## src/rtl/axi_sched_pkg.sv

```systemverilog
// Shared types and constants for the AXI write/read transaction schedulers.
package axi_sched_pkg;

    typedef enum logic [1:0] {IDLE, AW, W, B} wr_state_e;

    localparam logic SLV_S0 = 1'b0;
    localparam logic SLV_S1 = 1'b1;

    // ID prefix width the interconnect prepends to identify the originating master
    localparam int unsigned IDS_W = 1;

    // Index width for n entries, never narrower than one bit
    function automatic int unsigned idx_w(input int unsigned n);
        return (n > 1) ? $clog2(n) : 1;
    endfunction

endpackage

```

## src/rtl/axi_wr_sched_rr_pick.sv

```systemverilog
// Round-robin picker: one-hot winner is the first requester at or after ptr, wrapping upward.
module rr_pick
    import axi_sched_pkg::*;
#(
    parameter int unsigned NM    = 2,
    parameter int unsigned PTR_W = idx_w(NM)
) (
    input  logic [NM-1:0]    req,
    input  logic [PTR_W-1:0] ptr,
    output logic [NM-1:0]    win_c
);

    logic             found;
    logic [PTR_W-1:0] idx;

    always_comb begin
        win_c = '0;
        found = 1'b0;
        idx   = '0;
        for (int unsigned k = 0; k < NM; k++) begin
            idx = PTR_W'((32'(ptr) + k) % NM);
            if (!found && req[idx]) begin
                win_c[idx] = 1'b1;
                found      = 1'b1;
            end
        end
    end

endmodule

```

## src/rtl/axi_wr_sched.sv

```systemverilog
// AXI write scheduler: RR master grant, slave decode and AW/W/B phase sequencing.
// Optional watchdog enabled by defining AXI_WR_TIMEOUT_EN.
module axi_wr_sched
    import axi_sched_pkg::*;
#(
    parameter int unsigned NM          = 2,
    parameter int unsigned ADDR_W      = 32,
    parameter int unsigned SEL_BIT     = 16,
    parameter int unsigned TIMEOUT_CYC = 1024
) (
    input  logic                 ACLK,
    input  logic                 ARESETn,
    input  logic [NM-1:0]        awvalid_m,
    input  logic [NM*ADDR_W-1:0] awaddr_m,
    input  logic                 awready_g,
    input  logic                 wvalid_g,
    input  logic                 wready_g,
    input  logic                 wlast_g,
    input  logic                 bvalid_g,
    input  logic                 bready_g,
    output logic [NM-1:0]        gnt,
    output logic                 slv_sel,
    output logic                 aw_open,
    output logic                 w_open,
    output logic                 b_open,
    output logic                 busy,
    output logic                 timeout_err
);

    localparam int unsigned PTR_W = idx_w(NM);

    wr_state_e        state_q, state_d;
    logic [PTR_W-1:0] ptr_q;
    logic [PTR_W-1:0] gidx_c;
    logic [PTR_W-1:0] ptr_nxt_c;
    logic [NM-1:0]    win_c;
    logic [ADDR_W-1:0] win_addr_c;
    logic             sel_c;
    logic             awvalid_c;
    logic             tmo_c;
    logic             tmo_fire_c;

    rr_pick #(
        .NM    (NM),
        .PTR_W (PTR_W)
    ) u_rr_pick (
        .req   (awvalid_m),
        .ptr   (ptr_q),
        .win_c (win_c)
    );

    // Address of the would-be winner, used to decode the target slave
    always_comb begin
        win_addr_c = '0;
        for (int i = 0; i < int'(NM); i++) begin
            if (win_c[i]) win_addr_c = awaddr_m[i*ADDR_W +: ADDR_W];
        end
    end

    logic unused_addr;
    assign unused_addr = ^win_addr_c;
    assign sel_c       = win_addr_c[SEL_BIT] ? SLV_S1 : SLV_S0;
    assign awvalid_c   = |(awvalid_m & gnt);

    // Index of the granted master; pointer resumes one past it
    always_comb begin
        gidx_c = '0;
        for (int i = 0; i < int'(NM); i++) begin
            if (gnt[i]) gidx_c = PTR_W'(i);
        end
        ptr_nxt_c = (gidx_c == PTR_W'(NM - 1)) ? '0 : gidx_c + PTR_W'(1);
    end

    always_comb begin
        state_d    = state_q;
        tmo_fire_c = 1'b0;
        unique case (state_q)
            IDLE: if (|awvalid_m) state_d = AW;
            AW:   if (awvalid_c && awready_g) state_d = W;
            W: begin
                if (wvalid_g && wready_g && wlast_g) begin
                    state_d = B;
                end else if (tmo_c) begin
                    state_d    = IDLE;
                    tmo_fire_c = 1'b1;
                end
            end
            B: begin
                if (bvalid_g && bready_g) begin
                    state_d = IDLE;
                end else if (tmo_c) begin
                    state_d    = IDLE;
                    tmo_fire_c = 1'b1;
                end
            end
            default: state_d = IDLE;
        endcase
    end

    always_ff @(posedge ACLK or negedge ARESETn) begin
        if (!ARESETn) begin
            state_q <= IDLE;
            ptr_q   <= '0;
            gnt     <= '0;
            slv_sel <= SLV_S0;
            aw_open <= 1'b0;
            w_open  <= 1'b0;
            b_open  <= 1'b0;
            busy    <= 1'b0;
        end else begin
            state_q <= state_d;
            aw_open <= (state_d == AW);
            w_open  <= (state_d == W);
            b_open  <= (state_d == B);
            busy    <= (state_d != IDLE);
            if (state_q == IDLE && state_d == AW) begin
                gnt     <= win_c;
                slv_sel <= sel_c;
            end else if (state_d == IDLE) begin
                gnt     <= '0;
                slv_sel <= SLV_S0;
            end
            if (state_q != IDLE && state_d == IDLE) ptr_q <= ptr_nxt_c;
        end
    end

`ifdef AXI_WR_TIMEOUT_EN
    localparam int unsigned CNT_W = idx_w(TIMEOUT_CYC);

    logic [CNT_W-1:0] cnt_q;

    assign tmo_c = (state_q == W || state_q == B) && (cnt_q == CNT_W'(TIMEOUT_CYC - 1));

    // Phase-age counter; restarts on every phase change
    always_ff @(posedge ACLK or negedge ARESETn) begin
        if (!ARESETn) begin
            cnt_q       <= '0;
            timeout_err <= 1'b0;
        end else begin
            timeout_err <= tmo_fire_c;
            if (state_d != state_q) begin
                cnt_q <= '0;
            end else if (state_q == W || state_q == B) begin
                cnt_q <= cnt_q + CNT_W'(1);
            end
        end
    end
`else
    logic unused_tmo;
    assign tmo_c       = 1'b0;
    assign unused_tmo  = tmo_fire_c;
    assign timeout_err = 1'b0;
`endif

endmodule
```

## config.mk

```make
export PLATFORM = sky130hd
export DESIGN_NAME = axi_wr_sched
export DESIGN_NICKNAME = d
export VERILOG_FILES = /design/src/rtl/axi_sched_pkg.sv /design/src/rtl/axi_wr_sched_rr_pick.sv /design/src/rtl/axi_wr_sched.sv
export SDC_FILE = /design/constraint.sdc
export NUM_CORES = 1
export LEC_CHECK = 0
export ABC_AREA = 1
export ABC_CLOCK_PERIOD_IN_PS = 1000
export CAP_MARGIN = 20
export CORE_UTILIZATION = 20
export DETAILED_ROUTE_END_ITERATION = 10
export GPL_ROUTABILITY_DRIVEN = 0
export PLACE_DENSITY = 0.78
export SLEW_MARGIN = 30
export SYNTH_ARGS = -nofsm -noshare
export SYNTH_HDL_FRONTEND = slang
export SYNTH_HIERARCHICAL = 1
export SYNTH_SLANG_ARGS = --single-unit
export TNS_END_PERCENT = 5
```

## constraint.sdc

```tcl
create_clock -name ACLK -period 1 [get_ports ACLK]
set_input_delay 0.2 -clock ACLK [delete_from_list [all_inputs] [get_ports ACLK]]
set_output_delay 0.2 -clock ACLK [all_outputs]
set_load 0.02 [all_outputs]
```

==> results by group <==
Global route
  • Initial antenna violation count: 0
  • Tot GR Track Use: around a tenth
  • GRT overflow: 0
  • First-pass GRT wire length: around 2000 µm
  • Largest net degree at the start of global routing: 11
  • Vias in the first global route: approximately 530

CTS
  • H-tree levels: 1
  • CTS Hold Buffers Added: 0
  • Clock buffer depth: 2
  • Clock latency on the worst-skew pair: 0.27 ns
  • Clk root buf: clkbuf_4
  • Clock tree from TritonCTS: built
  • CTS sink count: 10
  • Clock transition at the registers of the reported paths: ~0.07 ns
  • CTS buffer count: 3

Route
  • Final ANT Viol Nets: 0
  • WL per Instance: about 10 µm
  • DRC: 0
  • Post-DR vias/cell: between 4 and 5
  • Routed wire length: roughly 1300 µm
  • First-iteration detailed-routing DRC count: 3
  • Vias: approximately 510
  • TritonRoute pass-1 iters: 4

Floorplanning
  • Chip height: 53.02 µm
  • Io pins: 82
  • CORE AREA: around 0.0025 mm²
  • Die area: approximately 0.0028 mm²
  • Std cell rows: 18
  • Die X: ~53 µm
  • Starting Density: 21.01%

Final layout
  • Diode count: 0
  • Layout Utilization: 33.99%
  • # fillers: ~270
  • Fin nets: 170
  • Final cell count without fillers: around 130
  • Area grow syn2layout: 61.78%
  • Layout cells sized above 1: approximately 41%

Yosys
  • Post-synthesis compound-gate area fraction: 5.769%
  • Post-synthesis cell type count: 16
  • Synth Cell Area: around 520 µm²
  • Synth Net Count: 140
  • Xor-xnor portion of the synthesized cell area: 0%
  • Syn Inst Count: between 60 and 70
  • Synth top area cells: dfrtp_1 (48%), nand2_1 (16%), nand3_1 (6.7%)
  • Post-synth top area cell: dfrtp_1
  • Register area share after synthesis: between 40% and 50%
  • Multiplexer share of the synthesized area: 0%
  • Area share of fa/ha/maj cells after synthesis: 0%
  • Area share of the largest cell type after synthesis: 48.08%
  • Synthesis-stage register bit count: 10
  • Synthesized area per cell: 7.886 µm²
  • Synth Area in Simple Gates: around 35%
  • Yosys warns: 6
  • Largest family of logic cells by synthesized area: simple AND/OR/NAND/NOR gates

Timing
  • Hold WS: 0.2197 ns
  • Final Hold Violating Endpoints: 0
  • Final min period: approximately 1.2 ns
  • Period utilization: 119.7%
  • F_max: between 800 and 900 MHz
  • Setup TNS: -1.519 ns
  • Clock Skews: 0.0003206 ns
  • Fin. max-slew vios: 0
  • Final Setup Violations: 12
  • RSZ-0062 raised after global routing: yes
  • Final worst slack: -0.1975 ns

Pwr
  • VDD IR max: around 1.3 mV
  • Leakage: between 0.0004 and 0.0005 µW
  • Power Density: between 2000 and 3000 mW/mm²

Critical path
  • Crit path launch: gnt[1]
  • Arrival @ worst endpoint: 1.36 ns
  • Worst-path fanout max: 5
  • R2R Path End: slv_sel
  • FF-to-FF path depth: 10
  • Critical path class: register to register
  • FF-to-FF setup slack: -0.20 ns
  • Worst setup endpoint: slv_sel
  • Reg2Reg Launch Point: gnt[1]
  • Worst Path Required: between 1 and 1.5 ns
  • Worst Setup Start Kind: register
  • Crit. End Element: register

Outcome
  • Outcome: finished, violations left
  • Failing checks: negative setup slack

Placement
  • # port buffers: 18
  • Dpl hpwl: 942.2 µm
  • Placed instance count: 120
  • Pre-CTS setup slack: -0.4777 ns

Job
  • Number of max-cap violations: 0

Worst hold path
  • Hold crit path type: primary input to asynchronous set/reset pin
worst min-delay path by stage:
stage | start | end | slack, ns
finish | ARESETn | w_open | 0.22
global route | ARESETn | w_open | 0.23
CTS | ARESETn | w_open | 0.22
detailed placement | ARESETn | w_open | 0.50
global placement | slv_sel | slv_sel | 0.50
floorplan | ARESETn | aw_open | -0.1
area by class of cell:
class	instances	area (µm²)	area share (%)
inverter	10	37.54	4.458
clock buffer	4	36.28	4.309
tap	30	37.54	4.458
timing repair buffer	27	224.0	26.60
multi-input combinational	44	255.2	30.31
sequential	10	251.5	29.87
worst max-delay path: stages (launching register included):
cell,delay (ns)
dfrtp_1,0.37
buf_6,0.11
nand2_2,0.05
nand2_2,0.06
nand2_1,0.05
nand2_1,0.07
nand3_2,0.09
nand2_4,0.11
nand2_4,0.08
nand3_2,0.06
nand2_1,0.05
cell usage after synthesis (all sizes together):
cell type and n:
conb 1, o21ai 2, buf 2, nor2 5, a21oi 1, nand2 25, nand4 1, nand3 8
a21boi 1, inv 10, dfrtp 10
sequential cells by signal, summed over array words and instances, names as in the netlist:
name / count
gnt: 2
state_q: 2
slv_sel: 1
ptr_q: 1
b_open: 1
busy: 1
aw_open: 1
w_open: 1
layout by cell type, fill, tap and decap left out, types with 2 or more instances in the layout:
cell	count
nand3_2	5
nor2_1	3
nand2_2	4
nand3_1	3
nand2_1	18
nand2_4	3
inv_1	7
dlygate4sd2_1	3
inv_2	3
buf_2	5
nor2_2	2
clkbuf_4	3
buf_4	8
o21ai_0	2
buf_6	2
dfrtp_1	9
clkdlybuf4s50_1	9
timing repair:
| action | in CTS | in global routing |
|---|---|---|
| endpoints found under the setup margin | 16 | 16 |
| setup buffers | 1 | 0 |
| gates resized for setup | 34 | 6 |
| pin swaps | 4 | 5 |
logic make-up (layout without fill, tap and decap cells):
| logic type | count (synthesis) | count (layout) |
|---|---|---|
| other cells | 1 | 1 |
| simple gates | 39 | 39 |
| buf+inv | 12 | 41 |
| flops | 10 | 10 |
| compound gates | 4 | 4 |
where the power goes:
part | total [µW] | leakage (µW) | switching, µW | internal [µW]
combinational | 1320 | 0.000290 | 782 | 535
clock | 370 | 0.0000210 | 149 | 221
sequential | 702 | 0.000121 | 120 | 582
per-layer routing:
metal	GRT usage (%)	part of all wire, %
met1	10.70	42
met2	17.93	47
met3	5.460	11
met4	2.632	0.46
met5	0	0
per-stage QoR:
stage | total power [µW] | cell area, µm²
floorplan | 1419 | 521.8
global placement | 1866 | 784.5
detailed placement | 1899 | 784.5
CTS | 2315 | 823.3
global route | 2556 | 842.1
finish | 2389 | 842.1
No activity file was read; power rests on OpenSTA's default activity.
